`config.mk`:
```
export PLATFORM = sky130hd
export DESIGN_NAME = sram_bist_fault_logger
export DESIGN_NICKNAME = d
export VERILOG_FILES = /design/src/rtl/sram_bist_fault_logger.sv
export SDC_FILE = /design/constraint.sdc
export NUM_CORES = 1
export LEC_CHECK = 0
export ABC_AREA = 1
export ABC_CLOCK_PERIOD_IN_PS = 12370
export BUFFER_PORTS_ARGS = -buffer_cell sky130_fd_sc_hd__buf_2
export CORE_UTILIZATION = 35
export CTS_BUF_LIST = sky130_fd_sc_hd__clkbuf_16
export CTS_CLUSTER_SIZE = 8
export DETAILED_ROUTE_END_ITERATION = 7
export SYNTH_ARGS = -nofsm -noshare
export SYNTH_HDL_FRONTEND = slang
export SYNTH_SLANG_ARGS = --single-unit
```
`constraint.sdc`:
```
create_clock -name Clock -period 12.37 [get_ports Clock]
set_input_delay 1.8555 -clock Clock [delete_from_list [all_inputs] [get_ports Clock]]
set_output_delay 1.8555 -clock Clock [all_outputs]
set_load 0.005 [all_outputs]
```
`src/rtl/sram_bist_fault_logger.sv`:
```
// SRAM BIST read-path checker: delays each BIST read request by the SRAM
// read latency, compares it with the returned data, counts mismatches,
// captures the first failing address and logs failing entries in a
// first-word-fall-through circular buffer.
module sram_bist_fault_logger #(
    parameter int ADDR_W       = 18,
    parameter int DATA_W       = 16,
    parameter int READ_LATENCY = 3,
    parameter int LOG_DEPTH    = 8,
    parameter int CNT_W        = 16,
    localparam int PTR_W       = $clog2(LOG_DEPTH),
    localparam int LCNT_W      = $clog2(LOG_DEPTH + 1)
) (
    input  logic              Clock,
    input  logic              Reset,
    input  logic              Arm,
    input  logic              Stop,
    input  logic              Req_valid,
    input  logic [ADDR_W-1:0] Req_address,
    input  logic [DATA_W-1:0] Req_expected,
    input  logic [DATA_W-1:0] Read_data,
    input  logic              Log_rd_en,
    output logic              Log_rd_valid,
    output logic [ADDR_W-1:0] Log_rd_address,
    output logic [DATA_W-1:0] Log_rd_expected,
    output logic [DATA_W-1:0] Log_rd_actual,
    output logic [LCNT_W-1:0] Log_count,
    output logic              Log_overflow,
    output logic [CNT_W-1:0]  Mismatch_total,
    output logic              First_fail_valid,
    output logic [ADDR_W-1:0] First_fail_address,
    output logic              Pending,
    output logic              Done
);

    localparam int LAST = READ_LATENCY - 1;

    typedef enum logic [1:0] {ST_IDLE, ST_ARMED, ST_DRAIN, ST_DONE} state_t;

    state_t state;

    // Delay line: index 0 is the first stage after acceptance, LAST is the compare stage
    logic              vld_p  [READ_LATENCY];
    logic [ADDR_W-1:0] addr_p [READ_LATENCY];
    logic [DATA_W-1:0] exp_p  [READ_LATENCY];

    logic [ADDR_W-1:0] log_addr [LOG_DEPTH];
    logic [DATA_W-1:0] log_exp  [LOG_DEPTH];
    logic [DATA_W-1:0] log_act  [LOG_DEPTH];
    logic [PTR_W-1:0]  wr_ptr;
    logic [PTR_W-1:0]  rd_ptr;

    logic accept;
    logic pending_c;
    logic mismatch;
    logic log_full;
    logic pop;
    logic push_ok;

    // Counter increment that sticks at all-ones instead of wrapping
    function automatic logic [CNT_W-1:0] sat_inc(input logic [CNT_W-1:0] v);
        return (&v) ? v : v + 1'b1;
    endfunction

    // Arm wins over Stop and Req_valid; a request alongside Stop is refused
    assign accept   = (state == ST_ARMED) && Req_valid && !Arm && !Stop;
    assign mismatch = vld_p[LAST] && (Read_data != exp_p[LAST]);
    assign log_full = (Log_count == LCNT_W'(LOG_DEPTH));
    assign pop      = Log_rd_en && (Log_count != '0);
    // When full, a same-cycle pop frees the slot the new entry takes
    assign push_ok  = mismatch && (!log_full || pop);

    // Any stage holding a valid request means a compare is still in flight
    always_comb begin
        pending_c = 1'b0;
        for (int i = 0; i < READ_LATENCY; i++) pending_c = pending_c | vld_p[i];
    end

    assign Pending         = pending_c;
    assign Log_rd_valid    = (Log_count != '0);
    assign Log_rd_address  = log_addr[rd_ptr];
    assign Log_rd_expected = log_exp[rd_ptr];
    assign Log_rd_actual   = log_act[rd_ptr];

    // Control FSM with registered Done flag
    always_ff @(posedge Clock) begin
        if (Reset) begin
            state <= ST_IDLE;
            Done  <= 1'b0;
        end else if (Arm) begin
            state <= ST_ARMED;
            Done  <= 1'b0;
        end else begin
            case (state)
                ST_ARMED: if (Stop) state <= ST_DRAIN;
                ST_DRAIN: if (!pending_c) begin
                    state <= ST_DONE;
                    Done  <= 1'b1;
                end
                default: ;
            endcase
        end
    end

    // ---- stage boundary: request -> delay line ----
    // Valid bits; Arm discards everything in flight
    always_ff @(posedge Clock) begin
        if (Reset || Arm) begin
            for (int i = 0; i < READ_LATENCY; i++) vld_p[i] <= 1'b0;
        end else begin
            vld_p[0] <= accept;
            for (int i = 1; i < READ_LATENCY; i++) vld_p[i] <= vld_p[i-1];
        end
    end

    // Request payload travels beside its valid bit, no reset needed
    always_ff @(posedge Clock) begin
        addr_p[0] <= Req_address;
        exp_p[0]  <= Req_expected;
        for (int i = 1; i < READ_LATENCY; i++) begin
            addr_p[i] <= addr_p[i-1];
            exp_p[i]  <= exp_p[i-1];
        end
    end

    // ---- stage boundary: compare -> result registers ----
    // Mismatch counter, first-fail capture and log bookkeeping
    always_ff @(posedge Clock) begin
        if (Reset || Arm) begin
            Mismatch_total     <= '0;
            First_fail_valid   <= 1'b0;
            First_fail_address <= '0;
            Log_overflow       <= 1'b0;
            Log_count          <= '0;
            wr_ptr             <= '0;
            rd_ptr             <= '0;
        end else begin
            if (mismatch) Mismatch_total <= sat_inc(Mismatch_total);
            if (mismatch && !First_fail_valid) begin
                First_fail_valid   <= 1'b1;
                First_fail_address <= addr_p[LAST];
            end
            if (mismatch && log_full && !pop) Log_overflow <= 1'b1;
            if (push_ok) wr_ptr <= wr_ptr + 1'b1;
            if (pop)     rd_ptr <= rd_ptr + 1'b1;
            Log_count <= Log_count + LCNT_W'(push_ok) - LCNT_W'(pop);
        end
    end

    // Log storage; cleared on Reset so head outputs start at zero
    always_ff @(posedge Clock) begin
        if (Reset) begin
            for (int i = 0; i < LOG_DEPTH; i++) begin
                log_addr[i] <= '0;
                log_exp[i]  <= '0;
                log_act[i]  <= '0;
            end
        end else if (push_ok && !Arm) begin
            log_addr[wr_ptr] <= addr_p[LAST];
            log_exp[wr_ptr]  <= exp_p[LAST];
            log_act[wr_ptr]  <= Read_data;
        end
    end

endmodule

```
==> impl_summary.log, run 1 <==
[metrics] status: complete, no violations
[metrics] number of buffers inserted by hold repair at cts: 0
[metrics] TNS Setup: 0 ns
[metrics] most common cell in the synthesized netlist: edfxtp_1
[metrics] overall track demand over capacity in global routing: 0.1930
[metrics] static power due to leakage: 9.618 nW
[metrics] Initial DRT Pass Iterations: 5
[metrics] Primary FF master, synth: edfxtp_1
[metrics] final worst path period need: approximately 6.3 ns
[metrics] Worst Hold Path Cells: 0
[metrics] first-pass GRT wire length: 104100 um
[metrics] clock network fraction of design power: 0.438
[metrics] Max Buffers Root-to-Sink: 3
[metrics] detail-routed net length per standard cell: 21.20 um
[metrics] antenna violations before repair: 5
[metrics] simple-gate share of the synthesized area: 0.2252
[metrics] FFs w/ async S/R, synth: 0
[metrics] Tightest Hold Check Type: reg -> reg
[metrics] arrival time reported for the critical path endpoint: between 4 and 5 ns
[metrics] PortBufs: 148
[metrics] drt total wl: 67790 um
[metrics] post-route fraction of the period consumed by the critical path: 0.5077
[metrics] standard cell core area: ~0.068 mm2
[metrics] area occupied by multi-input gates: 0.007645 mm2
[metrics] effective utilization at floorplan: 0.3557
[metrics] Synth top cells by count: edfxtp_1 (400), nor2_1 (391), o21ai_0 (214), nor3_1 (204), nor3_2 (200)
[metrics] placed cell count: 3067
[metrics] largest cells by area after synthesis: edfxtp_1 (50%), dfxtp_1 (13%), nor3_2 (8.3%), nor2_1 (6.1%), o21ai_0 (4.5%)
[metrics] fraction of the yosys area taken by sequential cells: 0.6310
[metrics] DRT antenna net count: 0
[metrics] register bit total from synthesis: between 500 and 600
[metrics] RSZ-0062 raised after global routing: no
[metrics] number of flops mapped to enable cells by yosys: 400
[metrics] ratio of total power to cell area: 163.5 mW/mm2
[metrics] register-to-register path setup slack: 7.59 ns
[metrics] Crit Path Max Fanout: 69
[metrics] area occupied by registers: 0.01516 mm2
[metrics] Die Footprint: 0.06967 mm2
[metrics] library cell used as clock root buffer: clkbuf_16
[metrics] Critical Path Start Type: flip-flop
[metrics] Synth area leader: edfxtp_1
[metrics] number of clock sinks seen by CTS: 557
[metrics] sequential share of power: 0.467
[metrics] Syn Inst Count: 2194
[metrics] worst clock skew: 0.02359 ns
[metrics] die width: 263.9 um
[metrics] total number of vias: approximately 17000
[metrics] layout cells sized above 1: 0.2255
[metrics] Crit Reg-Reg Startpoint: exp_p[0][47]
[metrics] fraction of the core area covered by cells at the end of the flow: 0.4077
[metrics] cells resized by post-CTS repair: 0
[metrics] mux contribution to synthesized area: 0
[metrics] number of DRC violations after detailed-routing iteration 0: 1471
[metrics] IO Count: 149
[metrics] Maximum Capacitance Violations: 0
[metrics] routability-driven placement congestion ratio: 0.8182
[metrics] Die Ht: roughly 260 um
[metrics] final worst slack: 6.090 ns
[metrics] critical path data required time: 10.51 ns
[metrics] net switching power of the design: about 0.0011 W
[metrics] number of global-route vias before repair: 17340
[metrics] Most Used Layer, Global Route: met2
[metrics] endpoint of the worst register-to-register path: log_exp[2][11]
[metrics] xor and xnor area share after synthesis: 0.002918
[metrics] clock tree from TritonCTS: yes
[metrics] post-synthesis compound-gate area fraction: 0.07976
[metrics] internal portion of total power: 0.003362 W
[metrics] Remaining DRCs: 0
[metrics] vias per std cell: 5.363
[metrics] GR Layer Usage met2: 0.3225
[metrics] startpoint-to-endpoint class of the critical path: reg -> out
[metrics] worst slack after detailed placement: 6.030 ns
[metrics] worst hold margin: about 0.31 ns
[metrics] Final setup violation count: 0
[metrics] dominant combinational cell family by area after synthesis: simple AND/OR/NAND/NOR gates
[metrics] synthesized-area fraction occupied by adder cells: 0.005523
[metrics] transition time of the tightest slew-check pin: 1.309 ns
[metrics] Net Count, Synth: 2260
[metrics] worst IR drop on VDD: 100.9 uV
[metrics] portion of total power attributed to combinational logic: 0.096
[metrics] CP Capture Type: primary output
[metrics] Final Hold Viols: 0
[metrics] logic depth of the worst register-to-register path: 12
[metrics] net switching share of the total power: 0.2531
[metrics] number of fillers in the final layout: 6409
[metrics] max-slew violation count: 0
[metrics] final non-filler cell total: about 3200
[metrics] setup bufs post-CTS: 0
[metrics] num rows: 95
[metrics] achievable frequency: roughly 0.16 GHz
[metrics] Mean Syn Cell Area: 10.95 um2
[metrics] clock slew seen by the registers of the worst setup and hold paths: 0.05 ns
[metrics] GR Layer Usage met3: 0.02964
[metrics] Yosys warnings: 0
[metrics] CTS H-tree lvls: 3
[metrics] worst slew margin relative to its limit: 0.1272
[metrics] Clock Latency Late Sink: 0.62 ns
[metrics] Netlist Area Pre-Place: 0.02402 mm2
[metrics] largest net degree at the start of global routing: approximately 210
[metrics] unique cell type count in the Yosys netlist: 33
[metrics] final HPWL from detailed placement: 37570 um
[metrics] met1 global-route usage: 0.2527
[metrics] number of buffers created by CTS: 79
[metrics] area share of the largest cell type after synthesis: 0.5002
[metrics] signed area change from the synthesized netlist to the final layout: 14.62%
[metrics] total gr overflow: 0
[metrics] Nets: between 2000 and 2500
[metrics] worst setup path endpoint: Log_rd_actual[7]
==> metal layers <==
layer	wire length, um	vias up	share of wire
met5	13	-	0.00019
met1	28680	8497	0.42
met3	4139	110	0.061
met4	1834	2	0.027
met2	33120	593	0.49
li1	-	7948	-
==> area by class of cell <==
type	count	share of cell area
antenna	1	0.00009091
clock buffer	81	0.07364
clock inverter	49	0.009364
inverter	90	0.01286
multi-input combinational	1368	0.2777
sequential	557	0.5508
tap	873	0.03968
timing repair buffer	179	0.03582
==> how the worst min path moves through the flow <==
| stage | slack, ns | from | end |
|---|---|---|---|
| detailed placement | 0.31 | addr_p[0][1] | addr_p[0][19] |
| global placement | 0.31 | addr_p[0][34] | addr_p[0][52] |
| CTS | 0.32 | addr_p[0][1] | addr_p[0][19] |
| finish | 0.31 | addr_p[0][1] | addr_p[0][19] |
| floorplan | 0.31 | addr_p[0][0] | addr_p[0][18] |
| global route | 0.32 | addr_p[0][1] | addr_p[0][19] |
==> cells in the final DEF, fill, tap and decap left out, types with 3 or more instances in the layout <==
master     instances
edfxtp_1         400
nor2_1           391
o21ai_0          206
nor3_1           204
nor3_2           200
dfxtp_1          155
buf_2            148
nand2_1          129
clkbuf_16         81
inv_1             79
o22ai_1           51
a31oi_1           50
a21oi_1           41
nand4_1           39
buf_4             30
inv_2             28
clkinv_1          21
nand3_1           12
ha_1               9
nand2_2            8
o21ai_4            8
xor2_1             7
inv_4              6
nand3_2            3
nand3b_1           3
==> power by group through the flow <==
stage               Sequential, W  Clock (W)  Combinational [W]
detailed placement        0.00214          0           0.000434
CTS                       0.00210    0.00200           0.000435
global placement          0.00213          0           0.000429
floorplan                 0.00213          0           0.000253
global route              0.00211    0.00208           0.000477
finish                    0.00210    0.00197           0.000431
==> worst max-delay path: stages, from the launching register on <==
cell and delay [ns]:
dfxtp_4 0.52, inv_4 0.55, buf_4 0.70, buf_4 0.69
o21ai_0 0.15, o22ai_1 0.16, nor2_1 0.06, a31oi_1 0.57
buf_2 0.25
==> cell families after synthesis <==
| family | Yosys count |
|---|---|
| buf+inv | 269 |
| flops | 557 |
| xor+xnor | 8 |
| simple gates | 993 |
| fa+ha+maj | 10 |
| compound gates | 357 |
==> state kept, by name (all words and copies together) (netlist names), 2 cells and up, named ones only <==
register            cells
Mismatch_total         16
vld_p                   3
log_act               128
wr_ptr                  3
Log_count               4
log_exp               128
exp_p                  48
log_addr              144
addr_p                 54
state                   2
rd_ptr                  3
First_fail_address     18
==> through the flow <==
stage               power, W  cell area, um2
floorplan           0.002380           24020
global placement    0.002563           25240
detailed placement  0.002569           25240
CTS                 0.004535           27520
global route        0.004657           27530
finish              0.004501           27530
Note: power is estimated with default switching activity, not from simulation.
==> run 2: changes to the inputs <==
--- a/config.mk
+++ b/config.mk
@@ -6,7 +6,7 @@
 export NUM_CORES = 1
 export LEC_CHECK = 0
 export ABC_AREA = 1
-export ABC_CLOCK_PERIOD_IN_PS = 12370
+export ABC_CLOCK_PERIOD_IN_PS = 5050
 export BUFFER_PORTS_ARGS = -buffer_cell sky130_fd_sc_hd__buf_2
 export CORE_UTILIZATION = 35
 export CTS_BUF_LIST = sky130_fd_sc_hd__clkbuf_16
==> constraint.sdc (replaced) <==
create_clock -name Clock -period 5.05 [get_ports Clock]
set_input_delay 0.7575 -clock Clock [delete_from_list [all_inputs] [get_ports Clock]]
set_output_delay 0.7575 -clock Clock [all_outputs]
set_load 0.005 [all_outputs]
==> run 2 against run 1 <==
Sequential power increased by 140%. Final area up 0.67%. Highest routed layer unchanged. Final cell count up 0.63%. Non-clock buffer count grew 13. First-iteration DRC count is 1.3% higher. Flip-flop and latch count is the same. Die area stayed put. Worst setup slack got worse by 5.2 ns. Clock power increased by 150%. Global-route usage fell by 0.23 points. Largest power group unchanged. Utilization rose by 0.27 points.
==> impl_summary.log, run 2 (synthesis gave the netlist of run 1 again) <==
[metrics] status: complete, no violations
[metrics] overall track demand over capacity in global routing: 0.1907 (-0.002341)
[metrics] library cell used as clock root buffer: clkbuf_16
[metrics] vias per std cell: 5.371 (+0.15%)
[metrics] Die Footprint: 0.06967 mm2 (unchanged)
[metrics] Hold Crit Endpoint: exp_p[0][7]
[metrics] largest net degree at the start of global routing: 131 (-38%)
[metrics] max-slew violation count: 0 (unchanged)
[metrics] DR WL met3: 4206 um (+1.6%)
[metrics] most used cells in the layout excluding fill and tap cells: edfxtp_1 (400), nor2_1 (391), o21ai_0 (206)
[metrics] Initial DRT Pass Iterations: 7 (+2)
[metrics] kind of cell adding the most delay to the critical path: buffers and inverters
[metrics] biggest registers after layout: log_addr (144), log_act (128), log_exp (128)
[metrics] achievable frequency: 0.2392 GHz
[metrics] worst path cell trace: buf_4, o21ai_0, o22ai_1, nor2_1, a31oi_1, buf_2
[metrics] worst IR drop on VDD: 225.1 uV (+120%)
[metrics] DRT antenna net count: 0 (unchanged)
[metrics] endpoint of the worst register-to-register path: log_exp[7][6]
[metrics] placed cell count: 3080 (+0.42%)
[metrics] register with the highest flop count: log_addr
[metrics] Max Buffers Root-to-Sink: 3 (unchanged)
[metrics] clock slew seen by the registers of the worst setup and hold paths: 0.05 ns (about the same)
[metrics] area occupied by registers: 0.01516 mm2 (unchanged)
[metrics] number of buffers inserted by hold repair at cts: 0 (unchanged)
[metrics] CP Capture Type: primary output
[metrics] top sig layer: met5
[metrics] total gr overflow: 0 (unchanged)
[metrics] clock tree from TritonCTS: yes
[metrics] num rows: 95 (unchanged)
[metrics] Nets: 2354 (+0.56%)
[metrics] worst slew margin relative to its limit: 0.2781 (+0.1509)
[metrics] number of DRC violations after detailed-routing iteration 0: 1490 (+1.3%)
[metrics] detail-routed net length per standard cell: 20.80 um (-1.9%)
[metrics] Critical Path Start Type: flip-flop
[metrics] Crit Reg-Reg Startpoint: Log_count[2]
[metrics] critical path data required time: 4.29 ns (-6.22 ns)
[metrics] flip-flop count of the largest register, all copies and words added: 144 (unchanged)
[metrics] Worst Hold Path Cells: 1 (+1)
[metrics] PortBufs: 148 (unchanged)
[metrics] layout cells sized above 1: 0.2294 (+0.003951)
[metrics] first-pass GRT wire length: 103200 um (-0.91%)
[metrics] Die Ht: 263.9 um (unchanged)
[metrics] standard cell core area: 0.06751 mm2 (unchanged)
[metrics] RSZ-0062 raised after global routing: no
[metrics] Final setup violation count: 0 (unchanged)
[metrics] area occupied by multi-input gates: 0.007645 mm2 (unchanged)
[metrics] Tightest Hold Check Type: in -> reg
[metrics] number of clock sinks seen by CTS: 557 (unchanged)
[metrics] effective utilization at floorplan: 0.3557 (unchanged)
[metrics] final HPWL from detailed placement: 37760 um (+0.51%)
[metrics] worst clock skew: 0.02179 ns (-0.001796 ns)
[metrics] final worst path period need: 4.181 ns
[metrics] number of fillers in the final layout: 6435 (+0.41%)
[metrics] arrival time reported for the critical path endpoint: 3.42 ns (-1.00 ns)
[metrics] Final Hold Viols: 0 (unchanged)
[metrics] cells resized by post-CTS repair: 0 (unchanged)
[metrics] signed area change from the synthesized netlist to the final layout: 15.39%
[metrics] min-delay src: Req_expected[7]
[metrics] Clock Latency Late Sink: 0.61 ns (about the same)
[metrics] die width: 263.9 um (unchanged)
[metrics] CTS H-tree lvls: 3 (unchanged)
[metrics] antenna violations before repair: 4 (-1)
[metrics] Maximum Capacitance Violations: 0 (unchanged)
[metrics] number of global-route vias before repair: 17210 (-0.73%)
[metrics] Remaining DRCs: 0 (unchanged)
[metrics] drt total wl: 66940 um (-1.3%)
[metrics] post-route fraction of the period consumed by the critical path: 0.8280
[metrics] Detail Route met2 WL: 32410 um (-2.2%)
[metrics] Crit Path Max Fanout: 74 (+7.2%)
[metrics] number of buffers created by CTS: 79 (unchanged)
[metrics] register-to-register path setup slack: 1.69 ns (-5.90 ns)
[metrics] startpoint-to-endpoint class of the critical path: reg -> out
[metrics] total number of vias: 17280 (+0.78%)
[metrics] highest-delay cell along the critical path: buf_4
[metrics] static power due to leakage: 9.743 nW (+1.3%)
[metrics] IO Count: 149 (unchanged)
[metrics] routability-driven placement congestion ratio: 0.8458 (+3.4%)
[metrics] crit path buf inv count: 2 (-2)
[metrics] delay contributed by the slowest stage of the critical path: 0.85 ns (+0.15 ns)
[metrics] diode insertion count for antenna repair: 0 (-1)
[metrics] total power consumption of the routed design: 0.01104 W (+150%)
[metrics] logic depth of the worst register-to-register path: 9 (-3)
[metrics] ratio of total power to cell area: 398.4 mW/mm2 (+140%)
[metrics] setup bufs post-CTS: 0 (unchanged)
[metrics] final non-filler cell total: 3218 (+0.63%)
[metrics] DRT met1 WL: 28850 um (+0.60%)
[metrics] transition time of the tightest slew-check pin: 1.083 ns (-0.2263 ns)
[metrics] most common library cell in the layout ignoring fill and taps: edfxtp_1
run 2: cell count changes in the layout (fill, tap and decap cells not counted), sizes merged:
cell    previous run  this run
clkinv            24        22
inv              115       125
diode              1         0
buf              179       192
run 2: worst max path at each step:
stage / startpoint / to / slack, ns / cells past startpoint
after CTS: flip-flop / Log_rd_expected[9] / 0.86 / 6
after global placement: Read_data[12] / log_exp[7][5] / 1.40 / 12
after global routing: flip-flop / Log_rd_actual[3] / 0.72 / 6
after detailed placement: Read_data[13] / log_exp[7][6] / 1.36 / 12
after floorplan: Read_data[14] / log_act[0][0] / -0.56 / 10
final: flip-flop / Log_rd_actual[3] / 0.87 / 6
run 2: where the power goes:
part	internal, W	leakage (nW)	switching, W
logic	0.000314	3.05	0.000739
registers	0.00506	5.39	0.0000755
clock network	0.00288	1.31	0.00197
total	0.00826	9.74	0.00278
run 2: cell type report:
type / instances / area share
flip-flops and latches: 557 / 0.5471
repair buffers: 192 / 0.04181
multi-input cells: 1368 / 0.2759
clock buffers: 81 / 0.07314
well taps: 873 / 0.03942
inverters: 90 / 0.01278
clock inverters: 57 / 0.009843
run 2: per-stage QoR:
stage	TNS, ns	setup WS, ns	hold WS, ns	instance area (um2)	util
3_3_place_gp	0	1.400	0.3096	25410	0.3764
3_5_place_dp	0	1.358	0.3121	25410	0.3764
2_1_floorplan	-225.65	-0.5641	0.3096	24020	-
4_1_cts	0	0.8602	0.2220	27710	0.4105
5_1_grt	0	0.7180	0.2268	27710	0.4105
6_report	0	0.8685	0.2485	27710	0.4105
run 2: worst register-to-register path, stage by stage (launching register included):
cell     delay [ns]
dfxtp_1        0.32
inv_1          0.10
ha_1           0.15
nand2_1        0.07
nand2_1        0.13
nand3_1        0.35
nand4_4        0.51
buf_12         0.60
buf_4          0.73
nor3_1         0.11
run 2: routing by layer:
| metal | vias to the layer above | GRT usage |
|---|---|---|
| met5 | - | 0 |
| met4 | 2 | 0.05704 |
| met3 | 102 | 0.03020 |
| met2 | 609 | 0.3192 |
| met1 | 8588 | 0.2537 |
| li1 | 7982 | - |
